**src/rtl/reduce_pkg.sv**
```systemverilog
`default_nettype none
// ============================================================================
// reduce_pkg : shared flit layout, direction codes and torus hop decision
// Rev 1.0
// ============================================================================
package reduce_pkg;

  localparam int FLIT_WIDTH    = 82;
  localparam int DST_X_POS     = 72;
  localparam int DST_Y_POS     = 75;
  localparam int DST_Z_POS     = 78;
  localparam int COORD_WIDTH   = 3;
  localparam int VALID_BIT_POS = 81;

  localparam logic [2:0] DIR_LOCAL = 3'd0;
  localparam logic [2:0] DIR_XP    = 3'd1;
  localparam logic [2:0] DIR_XN    = 3'd2;
  localparam logic [2:0] DIR_YP    = 3'd3;
  localparam logic [2:0] DIR_YN    = 3'd4;
  localparam logic [2:0] DIR_ZP    = 3'd5;
  localparam logic [2:0] DIR_ZN    = 3'd6;

  // Half the ring: an offset of exactly half goes the plus way.
  localparam logic [COORD_WIDTH-1:0] DIM_HALF = COORD_WIDTH'(1 << (COORD_WIDTH - 1));

  typedef struct packed {
    logic       hit;
    logic [2:0] dir;
  } dim_route_t;

  typedef struct packed {
    logic                  done;
    logic [2:0]            dir;
    logic [FLIT_WIDTH-1:0] flit;
  } fifo_entry_t;

  function automatic dim_route_t dim_route(input logic [COORD_WIDTH-1:0] dst,
                                           input logic [COORD_WIDTH-1:0] rank,
                                           input logic [2:0]             dir_p,
                                           input logic [2:0]             dir_n);
    dim_route_t                 r;
    logic [COORD_WIDTH-1:0]     d;
    d     = dst - rank;
    r.hit = (d != '0);
    r.dir = (d <= DIM_HALF) ? dir_p : dir_n;
    return r;
  endfunction

endpackage
`default_nettype wire

```
**src/rtl/dor_route.sv**
```systemverilog
`default_nettype none
// ============================================================================
// dor_route : combinational dimension-order (X,Y,Z) next-hop on the torus
// Rev 1.0
// ============================================================================
module dor_route
  import reduce_pkg::*;
(
  input  logic [FLIT_WIDTH-1:0]  flit_i,
  input  logic [COORD_WIDTH-1:0] rank_x_i,
  input  logic [COORD_WIDTH-1:0] rank_y_i,
  input  logic [COORD_WIDTH-1:0] rank_z_i,
  output logic [2:0]             dir_o
);

  dim_route_t x_route;
  dim_route_t y_route;
  dim_route_t z_route;
  logic       unused_flit_bits;

  assign unused_flit_bits = ^{flit_i[VALID_BIT_POS], flit_i[DST_X_POS-1:0]};

  always_comb begin
    x_route = dim_route(flit_i[DST_X_POS +: COORD_WIDTH], rank_x_i, DIR_XP, DIR_XN);
    y_route = dim_route(flit_i[DST_Y_POS +: COORD_WIDTH], rank_y_i, DIR_YP, DIR_YN);
    z_route = dim_route(flit_i[DST_Z_POS +: COORD_WIDTH], rank_z_i, DIR_ZP, DIR_ZN);
    dir_o   = DIR_LOCAL;
    if (x_route.hit) begin
      dir_o = x_route.dir;
    end else if (y_route.hit) begin
      dir_o = y_route.dir;
    end else if (z_route.hit) begin
      dir_o = z_route.dir;
    end
  end

endmodule
`default_nettype wire

```
**src/rtl/reduce_out_router.sv**
```systemverilog
`default_nettype none
// ============================================================================
// reduce_out_router : routes reduction flits and buffers them in a FWFT FIFO
// Rev 1.0
// ============================================================================
module reduce_out_router
  import reduce_pkg::*;
#(
  parameter logic [COORD_WIDTH-1:0] RANK_X          = '0,
  parameter logic [COORD_WIDTH-1:0] RANK_Y          = '0,
  parameter logic [COORD_WIDTH-1:0] RANK_Z          = '0,
  parameter int                     FIFO_DEPTH      = 8,
  parameter int                     FIFO_ADDR_WIDTH = 3,
  parameter int                     DONE_CNT_WIDTH  = 8
) (
  input  logic                       clk,
  input  logic                       rst,
  input  logic [FLIT_WIDTH-1:0]      in_flit,
  input  logic                       in_valid,
  input  logic                       in_done,
  output logic [FLIT_WIDTH-1:0]      out_flit,
  output logic [2:0]                 out_dir,
  output logic                       out_done,
  output logic                       out_valid,
  input  logic                       out_ready,
  output logic [FIFO_ADDR_WIDTH:0]   fifo_count,
  output logic                       overflow,
  output logic [DONE_CNT_WIDTH-1:0]  done_count
);

  localparam int CNT_W = FIFO_ADDR_WIDTH + 1;

  logic                      s1_valid_q;
  logic [FLIT_WIDTH-1:0]     s1_flit_q;
  logic                      s1_done_q;
  logic [2:0]                s1_dir;

  fifo_entry_t               mem_q [FIFO_DEPTH];
  fifo_entry_t               head;
  logic [FIFO_ADDR_WIDTH-1:0] wr_ptr_q, rd_ptr_q;
  logic [CNT_W-1:0]          count_q, count_d;
  logic                      overflow_q;
  logic [DONE_CNT_WIDTH-1:0] done_count_q;

  logic full, push, pop, push_ok, drop;

  always_ff @(posedge clk or negedge rst) begin
    if (!rst) begin
      s1_valid_q <= 1'b0;
      s1_flit_q  <= '0;
      s1_done_q  <= 1'b0;
    end else begin
      s1_valid_q <= in_valid & in_flit[VALID_BIT_POS];
      s1_flit_q  <= in_flit;
      s1_done_q  <= in_done;
    end
  end

  dor_route u_dor_route (
    .flit_i   (s1_flit_q),
    .rank_x_i (RANK_X),
    .rank_y_i (RANK_Y),
    .rank_z_i (RANK_Z),
    .dir_o    (s1_dir)
  );

  assign head      = mem_q[rd_ptr_q];
  assign out_valid = (count_q != '0);
  assign full      = (count_q == CNT_W'(FIFO_DEPTH));
  assign push      = s1_valid_q;
  assign pop       = out_valid & out_ready;
  // A full FIFO still accepts a push when the head leaves in the same cycle.
  assign push_ok   = push & (~full | pop);
  assign drop      = push & full & ~pop;

  always_comb begin
    count_d = count_q;
    if (push_ok && !pop) begin
      count_d = count_q + CNT_W'(1);
    end else if (!push_ok && pop) begin
      count_d = count_q - CNT_W'(1);
    end
  end

  always_ff @(posedge clk) begin
    if (push_ok) begin
      mem_q[wr_ptr_q] <= '{done: s1_done_q, dir: s1_dir, flit: s1_flit_q};
    end
  end

  always_ff @(posedge clk or negedge rst) begin
    if (!rst) begin
      wr_ptr_q     <= '0;
      rd_ptr_q     <= '0;
      count_q      <= '0;
      overflow_q   <= 1'b0;
      done_count_q <= '0;
    end else begin
      count_q <= count_d;
      if (push_ok) begin
        wr_ptr_q <= wr_ptr_q + FIFO_ADDR_WIDTH'(1);
      end
      if (pop) begin
        rd_ptr_q <= rd_ptr_q + FIFO_ADDR_WIDTH'(1);
      end
      if (drop) begin
        overflow_q <= 1'b1;
      end
      if (pop && head.done) begin
        done_count_q <= done_count_q + DONE_CNT_WIDTH'(1);
      end
    end
  end

  // Head fields are masked while empty so stale storage never reaches the port.
  assign out_flit   = out_valid ? head.flit : '0;
  assign out_dir    = out_valid ? head.dir  : DIR_LOCAL;
  assign out_done   = out_valid & head.done;
  assign fifo_count = count_q;
  assign overflow   = overflow_q;
  assign done_count = done_count_q;

endmodule
`default_nettype wire
```
**config.mk**
```make
export PLATFORM = sky130hd
export DESIGN_NAME = reduce_out_router
export DESIGN_NICKNAME = d
export VERILOG_FILES = /design/src/rtl/reduce_pkg.sv /design/src/rtl/dor_route.sv /design/src/rtl/reduce_out_router.sv
export SDC_FILE = /design/constraint.sdc
export NUM_CORES = 1
export LEC_CHECK = 0
export ABC_AREA = 1
export CORE_MARGIN = 2
export CORE_UTILIZATION = 49
export CTS_CLUSTER_SIZE = 8
export DETAILED_ROUTE_END_ITERATION = 10
export DONT_BUFFER_PORTS = 1
export PLACE_DENSITY_LB_ADDON = 0.05
export SYNTH_ARGS = -nofsm -noshare
export SYNTH_HDL_FRONTEND = slang
export SYNTH_SLANG_ARGS = --single-unit
```
**constraint.sdc**
```tcl
create_clock -name clk -period 5.9 [get_ports clk]
set_input_delay 0.295 -clock clk [delete_from_list [all_inputs] [get_ports clk]]
set_output_delay 0.295 -clock clk [all_outputs]
set_load 0.005 [all_outputs]
```
# == Yosys cells after proc, flatten, opt, wreduce, memory -nomap -nowiden ==
# Memories as Yosys holds them, arrays and structs flattened.
# Index checks and enable logic that the tools add are counted.
# op_classes
addsub,5
order_cmp,3
eq_ne,1
muxes,12
bitwise,9
reduce_logical,10
# op_table
cell,n
$mux W82,1
$mux W3,5
$le A3 B3 Y1 const B,3
$reduce_bool A3 Y1,3
$add A8 B1 Y8 const B,1
$mux W4,2
$add A3 B1 Y3 const B,2
$and A1 B1 Y1,6
$add A4 B1 Y4 const B,1
$eq A4 B4 Y1 const B,1
$mux W2,2
$reduce_bool A4 Y1,1
$sub A4 B1 Y4 const B,1
$logic_and A1 B1 Y1,3
$logic_not A1 Y1,2
$mux W1,2
$not A1 Y1,2
$reduce_bool A2 Y1,1
$or A1 B1 Y1,1
# word_totals
regBits,103
ramBits,688
in_bits,87
out_inout_bits,100
elab_cells,49
mem_count,1
# memory_table
name,depth,word_bits,rd,rd_clocked_by_memory_dff,write_ports,line,rtl
mem_q,8,86,1,0,1,reduce_out_router.sv:38,fifo_entry_t mem_q [FIFO_DEPTH];

# == Depth between registers and ports, before layout ==
# Gate-level depths: netlist of the first run.
# depth
ltp_word,8
mapped_depth,14

# == Hierarchy ==
# Synthesis of the first run repeated with hierarchy kept, for this count alone.
# hier_totals
cells_unflattened,2343
area_unflattened_um2,30579.3
# modules_own_cells
module,instances,cells_per_inst,area_per_inst_um2,seq_area_each_um2
reduce_out_router,1,2275,30180.2,23237.3
dor_route,1,68,399.1,0.0

# == Least setup slack after synthesis of the first run ==
# Ideal clock, no wire load.
# synth_path
path_type,flip-flop to flip-flop
from,"register count_q[0], in the netlist fifo_count[0]"
to,memory mem_q[0][0] (netlist name) (enable)
arrival_time_ps,4600
t_required_ps,5369
path_slack_ps,768
stages_incl_launch_ff,6
n_path_buf,0
cell_sequence,dfrtp_1 > nor2_1 > nand4_1 > nand2_1 > or2_2 > nor2_1
# synth_between
elab_chain_cells,6
elab_cells_between_ends,8
classes_between,eq/ne: 1; mux: 2; bitwise: 4; reduce/logical: 1
# synth_lines
element,line,rtl
start: declaration,reduce_out_router.sv:41,"logic [CNT_W-1:0] count_q, count_d;"
start signal: assignment,reduce_out_router.sv:99,count_q <= count_d;
$reduce_bool A4 Y1 or $eq A4 B4 Y1 (tied branches),"reduce_out_router.sv:68, reduce_out_router.sv:69",
$and A1 B1 Y1 or $not A1 Y1 (tied branches),"reduce_out_router.sv:71, reduce_out_router.sv:73",
$or A1 B1 Y1 (*),reduce_out_router.sv:73,assign push_ok = push & (~full | pop);
$and A1 B1 Y1 (*),reduce_out_router.sv:73,
$mux W1 (*),reduce_out_router.sv:86,if (push_ok) begin
$mux W1 (implied by the code) (*),reduce_out_router.sv:87,"mem_q[wr_ptr_q] <= '{done: s1_done_q, dir: s1_dir, flit: s1_flit_q};"
end: declaration,reduce_out_router.sv:38,
# Every way passes the cells marked *; elsewhere a longest branch is shown, timed or not.

# == Worst setup path after layout of the first run ==
# layout_path
from,register rd_ptr_q[0]
to,output port out_dir[0]
# layout_between
elab_chain_cells,2
# layout_lines
element,line,rtl
start: declaration,reduce_out_router.sv:40,"logic [FIFO_ADDR_WIDTH-1:0] wr_ptr_q, rd_ptr_q;"
start signal: assignment,reduce_out_router.sv:104,rd_ptr_q <= rd_ptr_q + FIFO_ADDR_WIDTH'(1);
$mem_v2 Z8 W86,n/a,
$mux W3,reduce_out_router.sv:117,assign out_dir = out_valid ? head.dir : DIR_LOCAL;
end: declaration,reduce_out_router.sv:22,"output logic [2:0] out_dir,"
# Every way passes these cells.

==> run summary, run 1 <==
After the first detailed-routing iteration, the DRC count stood at 1347. The final route contains 18000 vias. Leaving out fill and tap cells, the most frequent cells in the layout are edfxtp_1 (688), nor2_1 (602), o21ai_0 (262). The worst hold path terminates at s1_flit_q[80]. The wire-length estimate of the detail-placed layout is 31900 um. Hold timing on the final database bottoms out at a slack of 0.214 ns. The clock buffer count from CTS is 108. After routing, the total negative slack on setup checks comes to 0 ns. In this run the critical register-to-register path is launched from fifo_count[0]. The number of placed cells counting well taps is 2962. Walking the worst path, the cells encountered are inv_8 > buf_4 > o21ai_0 > o22ai_1 > nor2_1 > nor2_1. The tools report the number of nets still failing antenna checks after routing as 0. The combined area of the multi-input logic cells was 6220 um^2.

For the number of filler cells placed in the layout, the log shows 4885. Broken down by cell family, the worst path's largest delay share belongs to buffers and inverters. The CTS clock-pin slew for the worst setup and hold paths is 0.05 ns.

Most frequent cell on the critical path: nor2_1. The die covers 63700 um^2. Input and output buffers added on the ports amount to 0. The power density of the placed cells was 493 nW/um^2. The final routed DRC violation total was 0; the synthesized-area fraction occupied by xor and xnor cells was 0.00319.

Post-layout utilization of the core: 0.569. Clock root buffer: clkbuf_16. The post-detailed-route wirelength per cell works out to 21.5 um. The compound-gate portion of the synthesized area is 0.0975. The synthesized netlist contains 30 unique library cells. The launching element type of the critical path was a flip-flop. The logs give 5 for the initial antenna violation count and 791 for the number of clock sinks. The post-synthesis simple-gate area fraction came out at 0.0986. In this run the mean area of a mapped cell was 13.2 um^2. The shortest clock period the worst path allows after layout was 4.02 ns; the multiplexer share of the synthesized area was 0. The tools report the total setup buffers inserted after CTS as 0.

Static timing analysis puts the maximum clock frequency at 249 MHz. The portion of the clock cycle consumed by the worst path in the final layout works out to 0.682. The share of final-layout standard cells stronger than drive strength 1 was 0.0631. The worst hold path belongs to the class in2reg. Across the run, the number of max-cap violations was 0.

The via count of the first global-routing pass is 17900. The total global routing overflow was 0; the global-route usage over all layers was 0.221. The final layout contains 2465 nets. The floorplan die height came out at 252 um. The logs give 0 for the setup violation total in the final timing report and 2389 for the net count after synthesis.

The flow ran to the end, and the final reports show no timing, DRC or antenna violations. The maximum single-stage delay on the critical path is 0.87 ns. The endpoint identified for the worst register-to-register timing path is fifo_count[3]. The instance count of the mapped netlist is 2293. TritonCTS built the clock tree.

The register area share after synthesis is 0.769, and the synthesized-area fraction occupied by adder cells is 0.00397. The tools report the starting density of the core as 0.493. The number of cells on the worst reg-to-reg path works out to 13. The analysis attributes to cell leakage a power of 12.1 nW. In this run the number of H-tree levels came out at 3. The data required time of the critical path is 5.61 ns, and the largest vdd supply drop is 690 uV. The longest clock path from root to sink contains 3 buffers. The area of all sequential standard cells is 23200 um^2. The tools report the hold path startpoint as in_flit[80]. The tools report the worst relative slew slack as 0.278. The highest fanout seen on the critical path is 169. The final hold violation count came out at 0. The total buffers and inverters traversed by the critical path works out to 2. Setup repair after global routing left no endpoint under its margin. For the wire length of the first global-routing pass, the log shows 107000 um. Yosys printed 0 warnings. The pre-antenna-repair detailed-routing pass consisted of 5 iterations. The slowest stage of the critical path is the inv_8 cell. The logs give 2.54 ns for the setup slack of the most critical reg-to-reg path and 17.2 mW for the total chip power.

The combinational family with the most area after synthesis is simple AND/OR/NAND/NOR gates. For the arrival time at the worst endpoint, the log shows 3.73 ns. The run gives 61400 um^2 as the area of the core region. Compared with the post-synthesis result, the final layout area differs by 15.5%.

The cell area after technology mapping came out at 30200 um^2. Measured along the x axis, the die boundary spans 252 um. STA classifies the critical path endpoint as an output port. The number of slew-limit violations in the final report was 0; the worst-case clock skew was 0.0180 ns.

In this run, synthesis produced a sequential element count of 791. For this design the top-level I/O count stands at 187. Leaving out fill and tap cells, the most frequent cell in the layout is edfxtp_1.

For the final RePlAce weighted congestion, the log shows 0.748. The later pin in the worst-skew pair is clocked with a latency of 0.63 ns. The worst-margin pin slew is 1.08 ns.

Cell depth of the worst hold path: 1. Dividing the detail-routed via count by the number of cells gives 5.54. For the number of cell rows, the log shows 91. The worst setup path is of the reg2out kind. The largest net degree at the start of global routing is 195, and the overall routed net length is 70000 um. The run gives 3249 as the number of standard cells in the layout, taps in and fillers out.
[worst max path at each step]
stage / startpoint / endpoint / slack [ns] / depth (start not counted)
final: rd_ptr_q[0] / out_dir[0] / 1.88 / 6
after global routing: rd_ptr_q[0] / out_dir[0] / 1.51 / 6
after CTS: rd_ptr_q[0] / out_dir[0] / 1.78 / 6
after detailed placement: rd_ptr_q[0] / out_dir[0] / 2.48 / 6
after global placement: rd_ptr_q[0] / out_dir[1] / 2.52 / 6
after floorplan: fifo_count[0] / mem_q[0][0] / 0.77 / 5
[per-layer routing]
layer  wire length (um)  global-route usage  up-vias
met5                 40                   0        -
met4               1320              0.0583        6
met3               4310              0.0495       99
met2              33400               0.358      471
met1              30900               0.303     8989
li1                   -                   -     8420
[final cells by class]
class	count	share of cell area
Clock buffer	198	0.0901
Antenna cell	2	0.000143
Inverter	37	0.00419
Multi-Input combinational cell	1322	0.178
Tap cell	790	0.0283
Sequential cell	791	0.666
Timing Repair Buffer	109	0.0330
[state kept, by name (all words and copies together), names as in the netlist]
signal	cells
done_count	8
overflow	1
wr_ptr_q	3
mem_q	688
s1_done_q	1
rd_ptr_q	3
s1_flit_q	82
push	1
fifo_count	4
[power breakdown]
group | switching (mW) | internal, mW | leakage, nW
combinational | 3.30 | 1.32 | 3.15
sequential | 0.360 | 6.52 | 7.43
clock | 2.18 | 3.53 | 1.49
total | 5.84 | 11.4 | 12.1
[Yosys cell counts]
cell / n / area share
o21ai_1: 84 / 0.014
ha_1: 8 / 0.0033
or2_2: 1 / 0.00021
o211ai_1: 85 / 0.021
and2_1: 1 / 0.00021
buf_1: 13 / 0.0016
o21ai_0: 262 / 0.043
nand3_1: 13 / 0.0022
edfxtp_1: 688 / 0.68
nor2_1: 610 / 0.076
xnor2_1: 4 / 0.0012
clkbuf_1: 66 / 0.0082
clkbuf_2: 2 / 0.00033
dfrtp_1: 103 / 0.085
buf_6: 10 / 0.0037
inv_1: 35 / 0.0043
o21bai_1: 2 / 0.00050
o21a_1: 1 / 0.00025
nand3_2: 3 / 0.00099
o22ai_1: 85 / 0.018
buf_8: 1 / 0.00050
nor2_2: 1 / 0.00021
fa_1: 1 / 0.00066
buf_4: 8 / 0.0020
buf_2: 43 / 0.0071
a21oi_1: 5 / 0.00083
inv_2: 2 / 0.00025
nand2_1: 142 / 0.018
nand4_1: 7 / 0.0014
xor2_1: 7 / 0.0020
[per-stage QoR]
step / instance area [um^2] / setup slack [ns]
CTS: 34900 / 1.78
finish: 34900 / 1.88
global placement: 30900 / 2.52
detailed placement: 30900 / 2.48
floorplan: 30200 / 0.768
global route: 34900 / 1.51
[what timing repair did]
action | in CTS | in global routing
resized for setup | 0 | 0
hold buffers | 87 | 0
endpoints found under the hold margin | 188 | 0
[cells by family (layout without fill, tap and decap cells)]
family                   after synthesis  count (layout)
other                                  0               2
buffers and inverters                180             344
AND/OR/NAND/NOR                      778             778
flip-flops                           791             791
AO/OA/AOI/OAI                        524             524
adder cells (fa/ha/maj)                9               9
XOR/XNOR                              11              11
(Power assumes the default switching activity.)
==> run 2, diff against run 1 <==
==> constraint.sdc (replaced) <==
create_clock -name clk -period 3.4 [get_ports clk]
set_input_delay 0.17 -clock clk [delete_from_list [all_inputs] [get_ports clk]]
set_output_delay 0.17 -clock clk [all_outputs]
set_load 0.005 [all_outputs]
==> run summary, run 2 (synthesized netlist as in run 1, its figures left out) <==
Setup repair after global routing left no endpoint under its margin. The power density of the placed cells was 853 nW/um^2 (+73%). The post-cts sizing count came out at 0 (unchanged). The detail-routed via count per cell is 5.51 (-0.43%). The post-detailed-route wirelength per cell came out at 21.2 um (-1.6%). For the reported leakage power, the log shows 12.2 nW (+1.2%).

For the wire length of the first global-routing pass, the log shows 105000 um (-1.7%). The portion of the clock cycle consumed by the worst path in the final layout was 0.836; the number of clock sinks was 791 (unchanged). The critical path is of the reg2out type. The power spent charging and discharging nets was 10.2 mW (+74%).

Setup slack of the critical path after layout: 0.557 ns (-1.32 ns). The run gives 4 (-1) as the initial antenna violation count. The worst setup path is launched from a flip-flop. The clock buffer count from CTS was 108 (unchanged); the worst relative slew slack was 0.449 (+0.171). STA classifies the critical path endpoint as an output port. The worst-case clock buffer depth is 3 (unchanged).

The largest net degree at the start of global routing was 178 (-8.7%). The internal power summed over all cells came out at 19.9 mW (+75%). The end point of the most critical hold path was s1_flit_q[5]. The via count of the first global-routing pass is 17600 (-1.9%), and the cell depth of the worst hold path is 1 (unchanged).

The register with the most flip-flops in the final layout is mem_q. The run gives 0.217 (-0.00333) as the global-route usage over all layers. Largest vdd supply drop: 708 uV (+2.6%).

Number of flip-flops under the largest register name: 688 (unchanged). The tools report the clock root buffer as clkbuf_16. The number of cell rows is 91 (unchanged), and the number of max-cap violations is 0 (unchanged). Hold path startpoint: in_flit[5]. The maximum operating frequency is 352 MHz.

The number of cells on the worst reg-to-reg path is 13 (unchanged). The tightest min-delay check is of the in2reg type. The count of hold buffers inserted by post-cts repair was 87 (unchanged).

The combinational share of power was 0.278 (+0.010). The setup violation total in the final timing report was 0 (unchanged); the highest fanout seen on the critical path was 83 (-51%). The run gives 35200 um^2 (+0.86%) as the area of all placed cells without fillers. The total chip power is 30.1 mW (+75%), and the placement-stage cell area is 31200 um^2 (+0.96%).

The layout overhead on the synthesized area is 16.5%. The fraction of power consumed by sequential logic was 0.392 (-0.008). The total global routing overflow was 0 (unchanged). The tools report the final hold violation count as 0 (unchanged). The count of vias placed by the detailed router was 18000 (+0.12%); the area of all sequential standard cells was 23200 um^2 (unchanged).

The relative contribution of the clock network to total power came out at 0.330 (-0.002). The number of port buffers works out to 0 (unchanged). The library cells used most frequently in the layout, excluding fill and tap cells, are edfxtp_1 (688), nor2_1 (602), o21ai_0 (262). The final routed DRC violation total is 0 (unchanged), and the shortest clock period the worst path allows after layout is 2.84 ns. The final-stage net count is 2482 (+0.69%), and the combined area of the multi-input logic cells is 6210 um^2 (-0.14%). The share of final-layout standard cells stronger than drive strength 1 came out at 0.0695 (+0.00638). The setup slack of the most critical reg-to-reg path is 0.77 ns (-1.77 ns), and the CTS clock-pin slew for the worst setup and hold paths is 0.05 ns (about the same).

The clock latency at the later pin of the worst-skew pair is 0.64 ns (about the same), and the area of the die is 63700 um^2 (unchanged). TritonCTS built the clock tree. The I/O pin count came out at 187 (unchanged). The first-pass detailed-route iteration total was 5 (unchanged); the overall routed net length was 69200 um (-1.1%).

Leaving out fill and tap cells, the most frequent cell in the layout is edfxtp_1. The flow ran to the end, and the final reports show no timing, DRC or antenna violations. The floorplan die height was 252 um (unchanged). The final RePlAce weighted congestion was 0.762 (+1.8%); the area of the core region was 61400 um^2 (unchanged).

The width of the die works out to 252 um (unchanged). The final HPWL from detailed placement is 33300 um (+4.4%). The launching point of the worst reg2reg path is fifo_count[0].

The run gives 0 (unchanged) as the number of nets still failing antenna checks after routing. In this run the critical register-to-register path is captured at fifo_count[3]. The CTS H-tree depth was 3 (unchanged).

The starting density of the core is 0.493 (unchanged). The switching part of the total power is 0.339 (-0.000755), and the worst slack at placement is 0.807 ns (-1.67 ns). The number of slew-limit violations in the final report is 0 (unchanged). The tools report the number of DRC markers in iteration 0 as 1210 (-10%).

The tools report the number of standard cells in the layout, taps in and fillers out as 3267 (+0.55%). For the total setup buffers inserted after CTS, the log shows 0 (unchanged). Worst-case clock skew: 0.0269 ns (+0.00887 ns). The run gives 4897 (+0.25%) as the number of filler cells placed in the layout. For the number of placed cells counting well taps, the log shows 2979 (+0.57%). The data required time of the critical path is 3.23 ns (-2.38 ns).

The worst-margin pin slew was 0.827 ns (-0.256 ns). The run gives 2.67 ns (-1.06 ns) as the arrival time at the worst endpoint.
==> run 2: changes by cell type in the layout (fill, tap and decap cells not counted), sizes merged <==
cell	before	now
inv	37	36
clkinv	0	1
diode	2	1
buf	23	40
clkbuf	198	200
==> run 2: worst max-delay path by stage <==
stage | startpoint | to | slack (ns) | cells after the start
detailed placement | fifo_count[0] | fifo_count[3] | 0.81 | 13
global placement | fifo_count[0] | fifo_count[3] | 0.85 | 13
CTS | fifo_count[0] | out_flit[6] | 0.49 | 5
global route | rd_ptr_q[0] | out_flit[40] | 0.30 | 6
floorplan | fifo_count[0] | mem_q[0][0] | -0.30 | 5
finish | rd_ptr_q[0] | out_flit[81] | 0.56 | 6
==> run 2: power groups by stage <==
stage	Sequential (mW)	Combinational, mW	Clock [mW]
after floorplan	11.7	6.07	0
after global placement	12.0	8.26	0
after detailed placement	12.0	8.38	0
after CTS	11.8	8.53	10.1
after global routing	11.9	9.44	10.5
final	11.8	8.34	9.92
==> run 2: worst max-delay path: stages (launching register included) <==
cell	delay (ns)
dfrtp_4	0.53
inv_8	0.41
buf_4	0.44
nor2_1	0.07
o211ai_1	0.17
nand2_1	0.06
nor2_1	0.31
==> run 2: stage by stage <==
step / utilization / TNS (ns) / hold slack [ns]
2_1_floorplan: - / -104.03 / -0.126
3_3_place_gp: 0.508 / 0 / -0.121
3_5_place_dp: 0.508 / 0 / -0.121
4_1_cts: 0.574 / 0 / 0.0434
5_1_grt: 0.574 / 0 / 0.0643
6_report: 0.574 / 0 / 0.0850
==> run 2: final cells by class <==
| cell class | instances | share of cell area |
|---|---|---|
| inverter | 37 | 0.00419 |
| antenna | 1 | 0.0000711 |
| clock buffer | 200 | 0.0896 |
| tap | 790 | 0.0281 |
| timing repair buffer | 126 | 0.0414 |
| multi-input combinational | 1322 | 0.176 |
| sequential | 791 | 0.660 |
==> run 2: per-layer routing <==
| layer | up-vias | GRT usage | part of all wire |
|---|---|---|---|
| met5 | - | 0 | 0.00058 |
| met4 | 6 | 0.0634 | 0.019 |
| met3 | 106 | 0.0460 | 0.063 |
| met2 | 460 | 0.341 | 0.47 |
| met1 | 8987 | 0.308 | 0.45 |
| li1 | 8447 | - | - |
